<file path="src/rtl/rv32im_lsu_hs_pkg.sv">
// Shared definitions for the RV32IM load/store unit.
// Holds the opcode encoding, the response error codes, the FSM state
// encoding and small decode helpers used by the LSU and the testbench.
package rv32im_lsu_hs_pkg;

    localparam int LSU_OPCODE_WIDTH = 4;

    localparam logic [LSU_OPCODE_WIDTH-1:0] LSU_OPCODE_LB  = 4'd0;
    localparam logic [LSU_OPCODE_WIDTH-1:0] LSU_OPCODE_LBU = 4'd1;
    localparam logic [LSU_OPCODE_WIDTH-1:0] LSU_OPCODE_LH  = 4'd2;
    localparam logic [LSU_OPCODE_WIDTH-1:0] LSU_OPCODE_LHU = 4'd3;
    localparam logic [LSU_OPCODE_WIDTH-1:0] LSU_OPCODE_LW  = 4'd4;
    localparam logic [LSU_OPCODE_WIDTH-1:0] LSU_OPCODE_SB  = 4'd5;
    localparam logic [LSU_OPCODE_WIDTH-1:0] LSU_OPCODE_SH  = 4'd6;
    localparam logic [LSU_OPCODE_WIDTH-1:0] LSU_OPCODE_SW  = 4'd7;
    localparam logic [LSU_OPCODE_WIDTH-1:0] LSU_OPCODE_LD  = 4'd8;
    localparam logic [LSU_OPCODE_WIDTH-1:0] LSU_OPCODE_SD  = 4'd9;

    localparam logic [1:0] LSU_ERR_OK       = 2'd0;
    localparam logic [1:0] LSU_ERR_MISALIGN = 2'd1;
    localparam logic [1:0] LSU_ERR_TIMEOUT  = 2'd2;

    typedef enum logic [1:0] {
        ST_IDLE = 2'd0,
        ST_REQ  = 2'd1,
        ST_WAIT = 2'd2,
        ST_RESP = 2'd3
    } lsu_state_e;

    // log2 of the access size in bytes: 0=B, 1=H, 2=W, 3=D
    function automatic logic [1:0] op_size(input logic [LSU_OPCODE_WIDTH-1:0] op);
        case (op)
            LSU_OPCODE_LH, LSU_OPCODE_LHU, LSU_OPCODE_SH: op_size = 2'd1;
            LSU_OPCODE_LW, LSU_OPCODE_SW:                 op_size = 2'd2;
            LSU_OPCODE_LD, LSU_OPCODE_SD:                 op_size = 2'd3;
            default:                                      op_size = 2'd0;
        endcase
    endfunction

    function automatic logic op_is_store(input logic [LSU_OPCODE_WIDTH-1:0] op);
        op_is_store = (op == LSU_OPCODE_SB) || (op == LSU_OPCODE_SH) ||
                      (op == LSU_OPCODE_SW) || (op == LSU_OPCODE_SD);
    endfunction

    function automatic logic op_is_signed(input logic [LSU_OPCODE_WIDTH-1:0] op);
        op_is_signed = (op == LSU_OPCODE_LB) || (op == LSU_OPCODE_LH) ||
                       (op == LSU_OPCODE_LW) || (op == LSU_OPCODE_LD);
    endfunction

    // Doubleword accesses only exist on a 64-bit bus.
    function automatic logic op_is_legal(input logic [LSU_OPCODE_WIDTH-1:0] op,
                                         input int data_w);
        case (op)
            LSU_OPCODE_LB, LSU_OPCODE_LBU, LSU_OPCODE_LH, LSU_OPCODE_LHU,
            LSU_OPCODE_LW, LSU_OPCODE_SB, LSU_OPCODE_SH, LSU_OPCODE_SW:
                op_is_legal = 1'b1;
            LSU_OPCODE_LD, LSU_OPCODE_SD:
                op_is_legal = (data_w == 64);
            default:
                op_is_legal = 1'b0;
        endcase
    endfunction

    // Byte-enable pattern of an access placed at lane offset off.
    function automatic logic [7:0] lane_mask(input logic [1:0] size, input logic [2:0] off);
        logic [7:0] m;
        case (size)
            2'd0:    m = 8'h01;
            2'd1:    m = 8'h03;
            2'd2:    m = 8'h0F;
            default: m = 8'hFF;
        endcase
        lane_mask = m << off;
    endfunction

endpackage

</file>
<file path="src/rtl/rv32im_lsu_hs_if.sv">
// Bundle of the LSU handshakes: execute-unit request/response and the
// memory request/completion channel.
//   slave  : the LSU side (takes requests, drives memory requests)
//   master : the environment side (execute unit + memory)
interface rv32im_lsu_hs_if
    import rv32im_lsu_hs_pkg::*;
#(
    parameter int DATA_W = 32,
    parameter int ADDR_W = 32
);
    logic                        req_valid_i;
    logic                        req_ready_o;
    logic [LSU_OPCODE_WIDTH-1:0] lsu_opcode_i;
    logic [ADDR_W-1:0]           addr_i;
    logic [DATA_W-1:0]           wdata_i;
    logic                        rsp_valid_o;
    logic [DATA_W-1:0]           rdata_o;
    logic [1:0]                  err_o;
    logic                        mem_req_o;
    logic                        mem_gnt_i;
    logic [ADDR_W-1:0]           mem_addr_o;
    logic                        mem_we_o;
    logic [DATA_W/8-1:0]         mem_be_o;
    logic [DATA_W-1:0]           mem_wdata_o;
    logic                        mem_rvalid_i;
    logic [DATA_W-1:0]           mem_rdata_i;

    modport slave (
        input  req_valid_i, lsu_opcode_i, addr_i, wdata_i,
               mem_gnt_i, mem_rvalid_i, mem_rdata_i,
        output req_ready_o, rsp_valid_o, rdata_o, err_o,
               mem_req_o, mem_addr_o, mem_we_o, mem_be_o, mem_wdata_o
    );

    modport master (
        output req_valid_i, lsu_opcode_i, addr_i, wdata_i,
               mem_gnt_i, mem_rvalid_i, mem_rdata_i,
        input  req_ready_o, rsp_valid_o, rdata_o, err_o,
               mem_req_o, mem_addr_o, mem_we_o, mem_be_o, mem_wdata_o
    );
endinterface

</file>
<file path="src/rtl/rv32im_lsu_align.sv">
// Byte-lane alignment for the LSU.
//   load_i=0 : data_i shifted up by off_i bytes (store data to its lanes)
//   load_i=1 : data_i shifted down by off_i bytes, truncated to the access
//              size and sign- (sext_i=1) or zero-extended
// Ports: load_i, off_i (lane offset), size_i (log2 bytes), sext_i,
//        data_i, data_o. Purely combinational.
module rv32im_lsu_align #(
    parameter int DATA_W = 32
) (
    input  logic                          load_i,
    input  logic [$clog2(DATA_W/8)-1:0]   off_i,
    input  logic [1:0]                    size_i,
    input  logic                          sext_i,
    input  logic [DATA_W-1:0]             data_i,
    output logic [DATA_W-1:0]             data_o
);
    logic [DATA_W-1:0] shifted;
    logic [DATA_W-1:0] keep;
    logic              msb;

    always_comb begin
        shifted = load_i ? (data_i >> {off_i, 3'b000}) : (data_i << {off_i, 3'b000});
        case (size_i)
            2'd0:    begin keep = DATA_W'({8{1'b1}});  msb = shifted[7];        end
            2'd1:    begin keep = DATA_W'({16{1'b1}}); msb = shifted[15];       end
            2'd2:    begin keep = DATA_W'({32{1'b1}}); msb = shifted[31];       end
            default: begin keep = '1;                  msb = shifted[DATA_W-1]; end
        endcase
        data_o = shifted;
        if (load_i)
            data_o = (shifted & keep) | (~keep & {DATA_W{sext_i & msb}});
    end
endmodule

</file>
<file path="src/rtl/rv32im_lsu_hs.sv">
// RV32IM load/store unit with a single outstanding memory transaction.
// Accepts one request in IDLE, rejects misaligned/unknown accesses with
// an immediate err=1 response, otherwise issues a memory request, waits
// for completion (bounded by a timeout) and returns one response cycle.
// Ports: clk_i, rst_ni (sync, active low), bus (rv32im_lsu_hs_if.slave).
module rv32im_lsu_hs
    import rv32im_lsu_hs_pkg::*;
#(
    parameter int DATA_W = 32,
    parameter int ADDR_W = 32,
    parameter int TMO_W  = 8
) (
    input  logic           clk_i,
    input  logic           rst_ni,
    rv32im_lsu_hs_if.slave bus
);
    localparam int BE_W  = DATA_W / 8;
    localparam int OFF_W = $clog2(BE_W);
    // Counter starts at 0 on WAIT entry, so reaching 2^TMO_W-2 means
    // 2^TMO_W-1 WAIT cycles have elapsed without completion.
    localparam logic [TMO_W-1:0] TMO_LAST = {{(TMO_W-1){1'b1}}, 1'b0};

    lsu_state_e                  state_q, state_d;
    logic [LSU_OPCODE_WIDTH-1:0] op_q;
    logic [ADDR_W-1:0]           addr_q;
    logic [DATA_W-1:0]           wdata_q, rdata_q, st_data, ld_data;
    logic [1:0]                  err_q, size_q, size_in;
    logic [TMO_W-1:0]            tmo_q;
    logic [OFF_W-1:0]            off_q;
    logic                        acc_bad, tmo_hit;

    assign size_in = op_size(bus.lsu_opcode_i);
    assign acc_bad = !op_is_legal(bus.lsu_opcode_i, DATA_W) ||
                     (|(bus.addr_i[OFF_W-1:0] & OFF_W'((1 << size_in) - 1)));
    assign size_q  = op_size(op_q);
    assign off_q   = addr_q[OFF_W-1:0];
    assign tmo_hit = (tmo_q == TMO_LAST);

    rv32im_lsu_align #(.DATA_W(DATA_W)) u_st_align (
        .load_i (1'b0),
        .off_i  (off_q),
        .size_i (size_q),
        .sext_i (1'b0),
        .data_i (wdata_q),
        .data_o (st_data)
    );

    rv32im_lsu_align #(.DATA_W(DATA_W)) u_ld_align (
        .load_i (1'b1),
        .off_i  (off_q),
        .size_i (size_q),
        .sext_i (op_is_signed(op_q)),
        .data_i (bus.mem_rdata_i),
        .data_o (ld_data)
    );

    // Address and store data come straight from the captured request, so
    // they stay stable for the whole REQ phase regardless of the inputs.
    assign bus.req_ready_o = (state_q == ST_IDLE);
    assign bus.rsp_valid_o = (state_q == ST_RESP);
    assign bus.rdata_o     = rdata_q;
    assign bus.err_o       = err_q;
    assign bus.mem_req_o   = (state_q == ST_REQ);
    assign bus.mem_we_o    = (state_q == ST_REQ) && op_is_store(op_q);
    assign bus.mem_be_o    = (state_q == ST_REQ) ? BE_W'(lane_mask(size_q, 3'(off_q))) : '0;
    assign bus.mem_addr_o  = {addr_q[ADDR_W-1:OFF_W], {OFF_W{1'b0}}};
    assign bus.mem_wdata_o = st_data;

    always_comb begin
        state_d = state_q;
        case (state_q)
            ST_IDLE: if (bus.req_valid_i) state_d = acc_bad ? ST_RESP : ST_REQ;
            ST_REQ:  if (bus.mem_gnt_i)   state_d = ST_WAIT;
            ST_WAIT: if (bus.mem_rvalid_i || tmo_hit) state_d = ST_RESP;
            default: state_d = ST_IDLE;
        endcase
    end

    always_ff @(posedge clk_i) begin
        if (!rst_ni) begin
            state_q <= ST_IDLE;
            op_q    <= '0;
            addr_q  <= '0;
            wdata_q <= '0;
            rdata_q <= '0;
            err_q   <= LSU_ERR_OK;
            tmo_q   <= '0;
        end else begin
            state_q <= state_d;
            case (state_q)
                ST_IDLE: if (bus.req_valid_i) begin
                    op_q    <= bus.lsu_opcode_i;
                    addr_q  <= bus.addr_i;
                    wdata_q <= bus.wdata_i;
                    if (acc_bad) begin
                        rdata_q <= '0;
                        err_q   <= LSU_ERR_MISALIGN;
                    end
                end
                ST_REQ:  tmo_q <= '0;
                ST_WAIT: begin
                    tmo_q <= tmo_q + 1'b1;
                    if (bus.mem_rvalid_i) begin
                        rdata_q <= op_is_store(op_q) ? '0 : ld_data;
                        err_q   <= LSU_ERR_OK;
                    end else if (tmo_hit) begin
                        rdata_q <= '0;
                        err_q   <= LSU_ERR_TIMEOUT;
                    end
                end
                default: ;
            endcase
        end
    end
endmodule

</file>
<file path="src/flat_wrapper.sv">
// flat-port wrapper written by rule: the top's interface ports become plain ports
module rv32im_lsu_hs_flat import rv32im_lsu_hs_pkg::*;
#(
    parameter int DATA_W = 32,
    parameter int ADDR_W = 32,
    parameter int TMO_W  = 8
)
  (clk_i, rst_ni, bus_req_valid_i, bus_lsu_opcode_i, bus_addr_i, bus_wdata_i, bus_mem_gnt_i, bus_mem_rvalid_i, bus_mem_rdata_i, bus_req_ready_o, bus_rsp_valid_o, bus_rdata_o, bus_err_o, bus_mem_req_o, bus_mem_addr_o, bus_mem_we_o, bus_mem_be_o, bus_mem_wdata_o);
  rv32im_lsu_hs_if #(.DATA_W(DATA_W), .ADDR_W(ADDR_W)) bus_i ();
  input  logic clk_i;
  input  logic rst_ni;
  input wire logic [$bits(bus_i.req_valid_i)-1:0] bus_req_valid_i;
  input wire logic [$bits(bus_i.lsu_opcode_i)-1:0] bus_lsu_opcode_i;
  input wire logic [$bits(bus_i.addr_i)-1:0] bus_addr_i;
  input wire logic [$bits(bus_i.wdata_i)-1:0] bus_wdata_i;
  input wire logic [$bits(bus_i.mem_gnt_i)-1:0] bus_mem_gnt_i;
  input wire logic [$bits(bus_i.mem_rvalid_i)-1:0] bus_mem_rvalid_i;
  input wire logic [$bits(bus_i.mem_rdata_i)-1:0] bus_mem_rdata_i;
  output wire logic [$bits(bus_i.req_ready_o)-1:0] bus_req_ready_o;
  output wire logic [$bits(bus_i.rsp_valid_o)-1:0] bus_rsp_valid_o;
  output wire logic [$bits(bus_i.rdata_o)-1:0] bus_rdata_o;
  output wire logic [$bits(bus_i.err_o)-1:0] bus_err_o;
  output wire logic [$bits(bus_i.mem_req_o)-1:0] bus_mem_req_o;
  output wire logic [$bits(bus_i.mem_addr_o)-1:0] bus_mem_addr_o;
  output wire logic [$bits(bus_i.mem_we_o)-1:0] bus_mem_we_o;
  output wire logic [$bits(bus_i.mem_be_o)-1:0] bus_mem_be_o;
  output wire logic [$bits(bus_i.mem_wdata_o)-1:0] bus_mem_wdata_o;
  assign bus_i.req_valid_i = bus_req_valid_i;
  assign bus_i.lsu_opcode_i = bus_lsu_opcode_i;
  assign bus_i.addr_i = bus_addr_i;
  assign bus_i.wdata_i = bus_wdata_i;
  assign bus_i.mem_gnt_i = bus_mem_gnt_i;
  assign bus_i.mem_rvalid_i = bus_mem_rvalid_i;
  assign bus_i.mem_rdata_i = bus_mem_rdata_i;
  assign bus_req_ready_o = bus_i.req_ready_o;
  assign bus_rsp_valid_o = bus_i.rsp_valid_o;
  assign bus_rdata_o = bus_i.rdata_o;
  assign bus_err_o = bus_i.err_o;
  assign bus_mem_req_o = bus_i.mem_req_o;
  assign bus_mem_addr_o = bus_i.mem_addr_o;
  assign bus_mem_we_o = bus_i.mem_we_o;
  assign bus_mem_be_o = bus_i.mem_be_o;
  assign bus_mem_wdata_o = bus_i.mem_wdata_o;
  rv32im_lsu_hs #(.DATA_W(DATA_W), .ADDR_W(ADDR_W), .TMO_W(TMO_W)) u_core (.clk_i(clk_i), .rst_ni(rst_ni), .bus(bus_i));
endmodule
</file>
<file path="config.mk">
export PLATFORM = sky130hd
export DESIGN_NAME = rv32im_lsu_hs_flat
export DESIGN_NICKNAME = d
export VERILOG_FILES = /design/src/rtl/rv32im_lsu_hs_pkg.sv /design/src/rtl/rv32im_lsu_hs_if.sv /design/src/rtl/rv32im_lsu_align.sv /design/src/rtl/rv32im_lsu_hs.sv /design/src/flat_wrapper.sv
export SDC_FILE = /design/constraint.sdc
export NUM_CORES = 1
export LEC_CHECK = 0
export ABC_AREA = 1
export BUFFER_PORTS_ARGS = -buffer_cell sky130_fd_sc_hd__buf_4
export CELL_PAD_IN_SITES_DETAIL_PLACEMENT = 0
export CELL_PAD_IN_SITES_GLOBAL_PLACEMENT = 1
export CORE_MARGIN = 2
export CORE_UTILIZATION = 39
export CTS_CLUSTER_DIAMETER = 50
export DETAILED_ROUTE_END_ITERATION = 10
export PLACE_DENSITY = 0.87
export SLEW_MARGIN = 20
export SYNTH_ARGS = -nofsm -noshare
export SYNTH_HDL_FRONTEND = slang
export SYNTH_HIERARCHICAL = 1
export SYNTH_SLANG_ARGS = --single-unit
</file>
<file path="constraint.sdc">
create_clock -name clk_i -period 3.1 [get_ports clk_i]
set_input_delay 0.31 -clock clk_i [delete_from_list [all_inputs] [get_ports clk_i]]
set_output_delay 0.31 -clock clk_i [all_outputs]
set_load 0.005 [all_outputs]
</file>
# Yosys cells after proc, flatten, opt, wreduce, memory -nomap -nowiden
# Memory sizes are Yosys's and may differ from the RTL's.
# Cells that the tools add are included.
# classes
bitwise	6
addsub	2
shifts	4
n_eq_ne	26
reduce_logical	25
muxes	23
# op_table
op	n
32-bit two-way mux	5
32-bit case mux with 2 select lines	2
32-bit bitwise AND	2
32-bit NOT	1
32-bit bitwise OR	1
32-bit by 5-bit left shift with 32-bit output	1
32-bit by 5-bit right shift with 32-bit output	1
4-bit by 3-bit == test with 1-bit output (second input constant)	7
8-bit case mux with 3 select lines	1
2-bit case mux with 3 select lines	3
4-bit by 2-bit == test with 1-bit output (second input constant)	4
4-bit == test (second input constant)	4
2-bit two-way mux	8
8-bit case mux with 2 select lines	1
2-bit OR reduction	5
8-bit by 1-bit adder with 8-bit output (second input constant)	1
8-bit == test (second input constant)	1
1-bit logical OR	8
8-bit by 2-bit left shift with 4-bit output	1
2-bit == test (second input constant)	3
3-bit OR reduction	2
2-bit by 1-bit == test with 1-bit output (second input constant)	2
2-bit logical NOT	2
4-bit logical NOT	1
16 further kinds	19
# word_totals
reg_bits	112
mem_bits_ro	16
inputBits	105
mem_count	1
# memory_table
memory	depth	width	rd	rd_ports_with_merged_regs	wr	line_no	rtl
(name not given)	16	1	1	0	0	rv32im_lsu_hs_pkg.sv:53	case (op)

# Logic depth before layout (Yosys ltp)
# Gate-level depths: netlist of run 1.
# logic_depth
word_depth	11
depth_mapped	17
depth_no_buf	17

# Cells and area by module
# Netlist of run 1, hierarchy kept.
# modules_own_cells
module	cells_per_inst	seq_area_each_um2	n_inst	area_each_um2
rv32im_lsu_hs	694	2242.2	1	4892.2
rv32im_lsu_align at u_core.u_ld_align	282	0.0	1	1347.5
rv32im_lsu_align at u_core.u_st_align	267	0.0	1	1305.0

# Worst setup path after synthesis of run 1
# No wires, ideal clock.
# synth_timing
path_kind	flip-flop to flip-flop
startpoint	reg u_core.op_q[2]
endpoint	reg u_core.rdata_q[23], in the netlist u_core/bus.rdata_o[23]
path_slack_ns	1.027
setup_ns	0.064
arrival_time_ns	2.009
path_stages_with_launch	15
cell_sequence	dfxtp_1 inv_1 nor2_1 a21boi_0 nor2_1 inv_1 inv_1 nor2_1 buf_2 a21oi_1 a21oi_2 inv_1 nor2_1 nor2_1 nor2_1
# synth_via
elab_chain_len	11
word_cells_on_any_way	31
# synth_rtl
item	line_no	rtl
from (decl)	rv32im_lsu_hs.sv:24	logic [LSU_OPCODE_WIDTH-1:0] op_q;
from (signal assigned)	rv32im_lsu_hs.sv:92	op_q <= bus.lsu_opcode_i;
4-bit by 2-bit == test with 1-bit output (tied with other cells)	rv32im_lsu_hs_pkg.sv:32	case (op)
3-bit OR reduction / 2-bit OR reduction (equally long branches)	rv32im_lsu_hs_pkg.sv:32	
2-bit case mux with 3 select lines *	rv32im_lsu_hs_pkg.sv:32	
via u_core.size_q[1]	rv32im_lsu_hs.sv:27	logic [1:0] err_q, size_q, size_in;
2-bit by 1-bit == test with 1-bit output / 2-bit logical NOT (equally long branches)	rv32im_lsu_align.sv:23	case (size_i)
1-bit case mux with 2 select lines / 32-bit case mux with 2 select lines (equally long branches)	n/a	
1-bit bitwise AND / 32-bit NOT (equally long branches)	n/a	
32-bit bitwise AND	rv32im_lsu_align.sv:31	data_o = (shifted & keep) | (~keep & {DATA_W{sext_i & msb}});
32-bit bitwise OR *	rv32im_lsu_align.sv:31	
via u_core.ld_data[23]	rv32im_lsu_hs.sv:26	logic [DATA_W-1:0] wdata_q, rdata_q, st_data, ld_data;
32-bit two-way mux *	rv32im_lsu_hs.sv:104	rdata_q <= op_is_store(op_q) ? '0 : ld_data;
32-bit two-way mux *	rv32im_lsu_hs.sv:103	if (bus.mem_rvalid_i) begin
32-bit case mux with 2 select lines *	rv32im_lsu_hs.sv:90	case (state_q)
to (signal assigned)	rv32im_lsu_hs.sv:104	
to (decl)	rv32im_lsu_hs.sv:26	
# Mark *: on every way through the listed nets, which the timed path passes. The rest lies on a longest branch.
# A chain may end at the register's enable or synchronous reset.

# Final worst setup path of run 1
# layout_timing
startpoint	reg u_core.addr_q[0]
endpoint	out bus_mem_wdata_o[20]
# layout_via
elab_chain_len	1
# layout_rtl
item	line_no	rtl
from (decl)	rv32im_lsu_hs.sv:25	logic [ADDR_W-1:0] addr_q;
from (signal assigned)	rv32im_lsu_hs.sv:93	addr_q <= bus.addr_i;
32-bit by 5-bit left shift with 32-bit output	rv32im_lsu_align.sv:22	shifted = load_i ? (data_i >> {off_i, 3'b000}) : (data_i << {off_i, 3'b000});
to (decl)	flat_wrapper.sv:27	output wire logic [$bits(bus_i.mem_wdata_o)-1:0] bus_mem_wdata_o;
# Every way passes these cells.

==> results.toml, run 1 <==
[status]
outcome = "finished clean"

[die]
start_util_pct = 40.1
rows = 50
die-area_um2 = 20500
die_h_um = 143
fp.dieW_um = 143
core_um2 = 18800
pin_count = 211

[yosys]
synth_fa_ha_area_share_pct = 0.995
syn_area_per_cell_um2 = 6.07
synth-simple-area-share_pct = 34.5
synth.mux.area_fraction_pct = 0
synth_top_family_by_area = "simple AND/OR/NAND/NOR gates"
netlist.area_leader.share_pct = 29.7
synth.area.top_cells = "dfxtp_1 30%, nand2_1 15%, nor2_1 11%"
synth.distinct_cells = 39
yosys_warnings = 6
synth_xor_xnor_area_share_pct = 0
yosysTopAreaCell = "dfxtp_1"
syn_inst = 1243
synthesis.area_um2 = 7540
yosysSeqAreaShare_pct = 29.7
synth_compound_area_share_pct = 21.8
synth_seq_cells = 112

[sta]
max_slew_margin_pct = 26.7
fmax_ghz = 0.378
hold_viol_final = 0
setup_tns_ps = 0
period_share_pct = 85.3
tightest_slew_ps = 1100
finalWorstSetupSlack_ps = 455
rsz0062_at_grt = "false"
finalCriticalPeriod_ps = 2640
hold_slack_ps = 202
slew_viol_final = 0
fin_skew_ps = 7.37
finalSetupViolations = 0

[drt]
wl_um = 24100
vias = 8215
viasPerCell = 5.00
final_antenna_net_count = 0
dr.pass1.iters = 5
drt_iter0_markers = 934
post_drt_wl_per_cell_um = 14.7
drc = 0

[clock_tree]
cts_root_buf = "clkbuf_16"
cts_tree = "done"
cts_buffers = 9
cts_hold_buf = 0
clock-sinks = 112
clk_pin_slew_ps = 80
post-cts-setup-buffers = 0
cts_buffer_depth = 2
post_cts_resized = 0
clk_latency_ps = 340
cts-htree-levels = 3

[setup_path]
crit_chain = "buf_4, inv_2, nor2_2, nand2_1, o21ai_0, a311oi_1, a21oi_1, buf_4"
crit_family = "flip-flops"
end_kind = "primary output"
reg2regPathDepth = 14
critical_path_arrival_ps = 2330
cpPeakStageDelay_ps = 570
critPathBufInv = 3
worstPathMaxFanout = 21
critical-path-slowest-cell = "dfxtp_2"
crit_type = "flip-flop to primary output"
required_ps = 2790
cp.depth = 8
cp_common_cell = "buf_4"
startpoint_type = "flip-flop"

[place]
placed_area_um2 = 8950
place_ws_ps = 781
dp.cells = 1626
dp_hpwl_um = 17700
place_congestion = 0.929
portBuffers = 208

[layout]
design_area_um2 = 9260
synthToLayoutAreaGrowth_pct = 22.7
nets = 1488
final_util_pct = 49.1
fillers = 1991
mostFrequentLayoutCell = "nand2_1"
layout_common_cells = "303 x nand2_1, 231 x nor2_1, 219 x buf_4"
drive_gt1_share_pct = 20.5
antenna_cells = 0
stdcell_count = 1642

[power]
power_leakage_nw = 4.50
report.power.total_mw = 8.19
max-vdd-ir-drop_v = 0.000831
powerDensity_nw_per_um2 = 885

[global_route]
grt_pass1_vias = 7028
grt_max_degree = 73
overflow = 0
grt_pass1_wl_um = 37300
antenna_found_initial = 0
grt.total_usage_pct = 22.6

[worst_hold_path]
min_path_type = "input pin to flip-flop"
holdPathStages = 3

[flow_run]
max_cap_violations = 0
synth_stat cells:
master	count
nand4_1	3
a21oi_2	20
o22ai_1	13
nand2_1	304
clkbuf_1	34
a311oi_1	10
nand2_4	1
nand3b_1	1
nand3_1	66
o21ai_1	1
nor2_8	1
or2_2	1
dfxtp_1	112
nor3_1	9
a22oi_1	10
buf_4	41
inv_4	1
and2_1	2
conb_1	2
nor2_2	4
a21boi_0	2
a31oi_1	1
inv_2	5
nand3_4	2
o21ai_0	131
o21bai_1	1
o211ai_1	14
nor2_1	231
o31ai_1	1
inv_1	86
buf_1	5
nand3_2	5
buf_2	23
a21o_1	1
nor3b_1	1
a21oi_1	83
buf_6	5
nand2_2	4
ha_1	6
cell type report:
class / instances / area [um^2] / share of cell area (%)
clock inverter: 7 / 75.1 / 0.811
tap: 260 / 325 / 3.51
inverter: 92 / 348 / 3.76
timing repair buffer: 220 / 1660 / 18.0
clock buffer: 9 / 225 / 2.43
sequential: 112 / 2240 / 24.3
multi-input combinational: 942 / 4370 / 47.2
kinds of logic (layout without fill, tap and decap cells):
family,after synthesis,in the layout
other cells,2,13
fa+ha+maj,6,6
buf+inv,200,328
compound gates,288,288
simple gates,635,635
flops,112,112
routing by layer:
layer	vias up	GRT usage (%)	routed length (um)	share of wire, %
li1	4257	-	-	-
met1	3623	33.6	11500	48
met2	299	32.0	10100	42
met3	36	5.60	2000	8.3
met4	0	6.41	487	2.0
met5	-	0	0	0
sequential cells by signal (all words and copies together) (netlist names):
register            count
u_core/addr_q          32
u_core/bus.err_o        2
u_core/bus.rdata_o     32
u_core/op_q             4
u_core/state_q          2
u_core/tmo_q            8
u_core/wdata_q         32
worst paths after layout:
path,startpoint,to,slack [ps]
setup reg to reg,u_core/op_q[2],u_core/bus.rdata_o[19],730
hold / removal,bus_addr_i[14],u_core/addr_q[14],200
setup / recovery,u_core/addr_q[0],bus_mem_wdata_o[20],460
hold reg to reg,u_core/tmo_q[5],u_core/tmo_q[5],480
power breakdown:
part | switching, mW | total [mW] | internal (mW) | leakage, nW
combinational | 2.87 | 4.72 | 1.85 | 3.43
clock | 0.583 | 1.16 | 0.572 | 0.148
sequential | 0.386 | 2.31 | 1.93 | 0.925
worst min-delay path, cell delays in order:
cell	delay [ps]
buf_4	70
o21ai_0	70
nor2_1	70
(Power assumes the default switching activity.)
==> run 2, diff against run 1 <==
Settings changed: CORE_UTILIZATION 39 to 37, REMOVE_ABC_BUFFERS set to 1, SYNTH_HIERARCHICAL 1 to unset.
==> results.toml, run 2 <==
[setup_path]
cp_common_cell = "buf_4"
cpPeakStageDelay_ps = 480
crit_type = "flip-flop to primary output"
startpoint_type = "flip-flop"
crit_chain = "buf_4, nand2_2, o32ai_1, buf_4"
end_kind = "primary output"
critical_path_arrival_ps = 1940
worstPathMaxFanout = 58
required_ps = 2790
critical-path-slowest-cell = "buf_4"

[die]
die_h_um = 130
pin_count = 211
rows = 45
core_um2 = 15300
fp.dieW_um = 130
die-area_um2 = 16800
start_util_pct = 38.2

[layout]
fillers = 1658
nets = 1149
antenna_cells = 0
stdcell_count = 1254
mostFrequentLayoutCell = "buf_4"
seq_area_um2 = 2240
multi_input_area_um2 = 2920
layout_common_cells = "216 x buf_4, 196 x nor2_1, 193 x nand2_1"
drive_gt1_share_pct = 24.5
synthToLayoutAreaGrowth_pct = 29.3

[clock_tree]
clock-sinks = 112
post-cts-setup-buffers = 0
post_cts_resized = 0
clk_pin_slew_ps = 80
cts_buffers = 9
clk_latency_ps = 360
cts_tree = "done"
cts-htree-levels = 3
cts_buffer_depth = 2
cts_root_buf = "clkbuf_16"
cts_hold_buf = 0

[yosys]
synthesis.area_um2 = 5850
synth_common_cells = "196 x nor2_1, 194 x nand2_1, 112 x dfxtp_1"
yosys_warnings = 0
synth.distinct_cells = 33
synth.area.top_cells = "dfxtp_1 38%, nor2_1 13%, nand2_1 12%"
async_reset_ff_share_pct = 0
yosysSeqAreaShare_pct = 38.3
synth_seq_cells = 112
syn_inst = 898
yosysMostFrequentCell = "nor2_1"
synth-edff-count = 0
netlist.area_leader.share_pct = 38.3
ys.flop_type = "dfxtp_1"
yosysTopAreaCell = "dfxtp_1"
syn_area_per_cell_um2 = 6.52

[power]
max-vdd-ir-drop_v = 0.000509
power_leakage_nw = 3.40
report.power.total_mw = 6.28
powerDensity_nw_per_um2 = 831

[sta]
hold_slack_ps = 194
slew_viol_final = 0
setup_tns_ps = 0
period_share_pct = 72.7
tightest_slew_ps = 986
finalCriticalPeriod_ps = 2250
finalWorstSetupSlack_ps = 847
fmax_ghz = 0.444
rsz0062_at_grt = "false"
finalSetupViolations = 0
fin_skew_ps = 7.02
hold_viol_final = 0
max_slew_margin_pct = 34.3

[drt]
wl_um = 18000
drc = 0
drt_iter0_markers = 381
vias = 6061
final_antenna_net_count = 0
dr.pass1.iters = 5
viasPerCell = 4.83
post_drt_wl_per_cell_um = 14.3

[place]
place_ws_ps = 1130
dp_hpwl_um = 12400
dp.cells = 1238
place_congestion = 0.822
portBuffers = 208

[global_route]
grt.total_usage_pct = 20.9
grt_pass1_wl_um = 27800
grt_max_degree = 83
antenna_found_initial = 0
grt_pass1_vias = 5505
overflow = 0

[worst_hold_path]
min_path_type = "input pin to flip-flop"

[flow_run]
max_cap_violations = 0

[status]
outcome = "finished clean"
-- run 2: cell count changes in the layout (fill, tap and decap cells not counted), moves of 11 or more --
cell / previous run / this run
nand2_1: 303 / 193
nand3_1: 66 / 14
inv_1: 86 / 41
nor2_1: 231 / 196
o21ai_0: 131 / 96
a21oi_2: 20 / 1
o22ai_1: 13 / 0
conb_1: 13 / 2
-- run 2: worst max-delay path, delay by kind of cell (launching register included) --
family | cells | cell delay (ps)
buf+inv | 2 | 660
flops | 1 | 330
simple gates | 1 | 290
compound gates | 1 | 230
-- run 2: metrics by stage --
step                util [%]  instance area [um^2]
detailed placement      47.3                  7240
floorplan                  -                  5350
CTS                     49.4                  7560
finish                  49.4                  7560
global route            49.4                  7560
global placement        47.3                  7240
-- run 2: logic make-up (layout without fill, tap and decap cells) --
logic type	Yosys count	in the layout	synth area share, %
AO/OA/AOI/OAI	218	218	20.1
flip-flops	112	112	38.3
AND/OR/NAND/NOR	422	422	28.4
other	1	2	0.0641
buffers and inverters	139	283	11.9
adder cells (fa/ha/maj)	6	6	1.28
-- run 2: area by class of cell --
| type | instances | area share, % |
|---|---|---|
| timing repair buffer | 216 | 21.4 |
| clock inverter | 4 | 1.03 |
| clock buffer | 12 | 3.26 |
| tap | 211 | 3.49 |
| multi-input combinational | 648 | 38.6 |
| inverter | 51 | 2.53 |
| sequential | 112 | 29.7 |
-- run 2: layer usage --
layer	vias to the layer above	global-route usage, %	part of all wire [%]
met5	-	0	0
met4	0	6.58	1.6
met3	18	6.77	8.7
met2	195	34.0	45
met1	2724	26.6	45
li1	3124	-	-
-- run 2: power breakdown --
| part | total, mW | internal [mW] | switching (mW) |
|---|---|---|---|
| clock | 1.29 | 0.735 | 0.557 |
| sequential | 1.92 | 1.75 | 0.176 |
| combinational | 3.07 | 1.15 | 1.91 |
-- run 2: path summary, 6_finish.rpt --
path / to / depth (start not counted) / slack, ps / start
min reg2reg: u_core.bus.rdata_o[24] / 2 / 470 / u_core.bus.rdata_o[24]
min: u_core.addr_q[22] / 3 / 190 / bus_addr_i[22]
max reg2reg: u_core.bus.rdata_o[15] / 11 / 1100 / u_core.addr_q[0]
max: bus_mem_wdata_o[20] / 4 / 850 / u_core.addr_q[1]
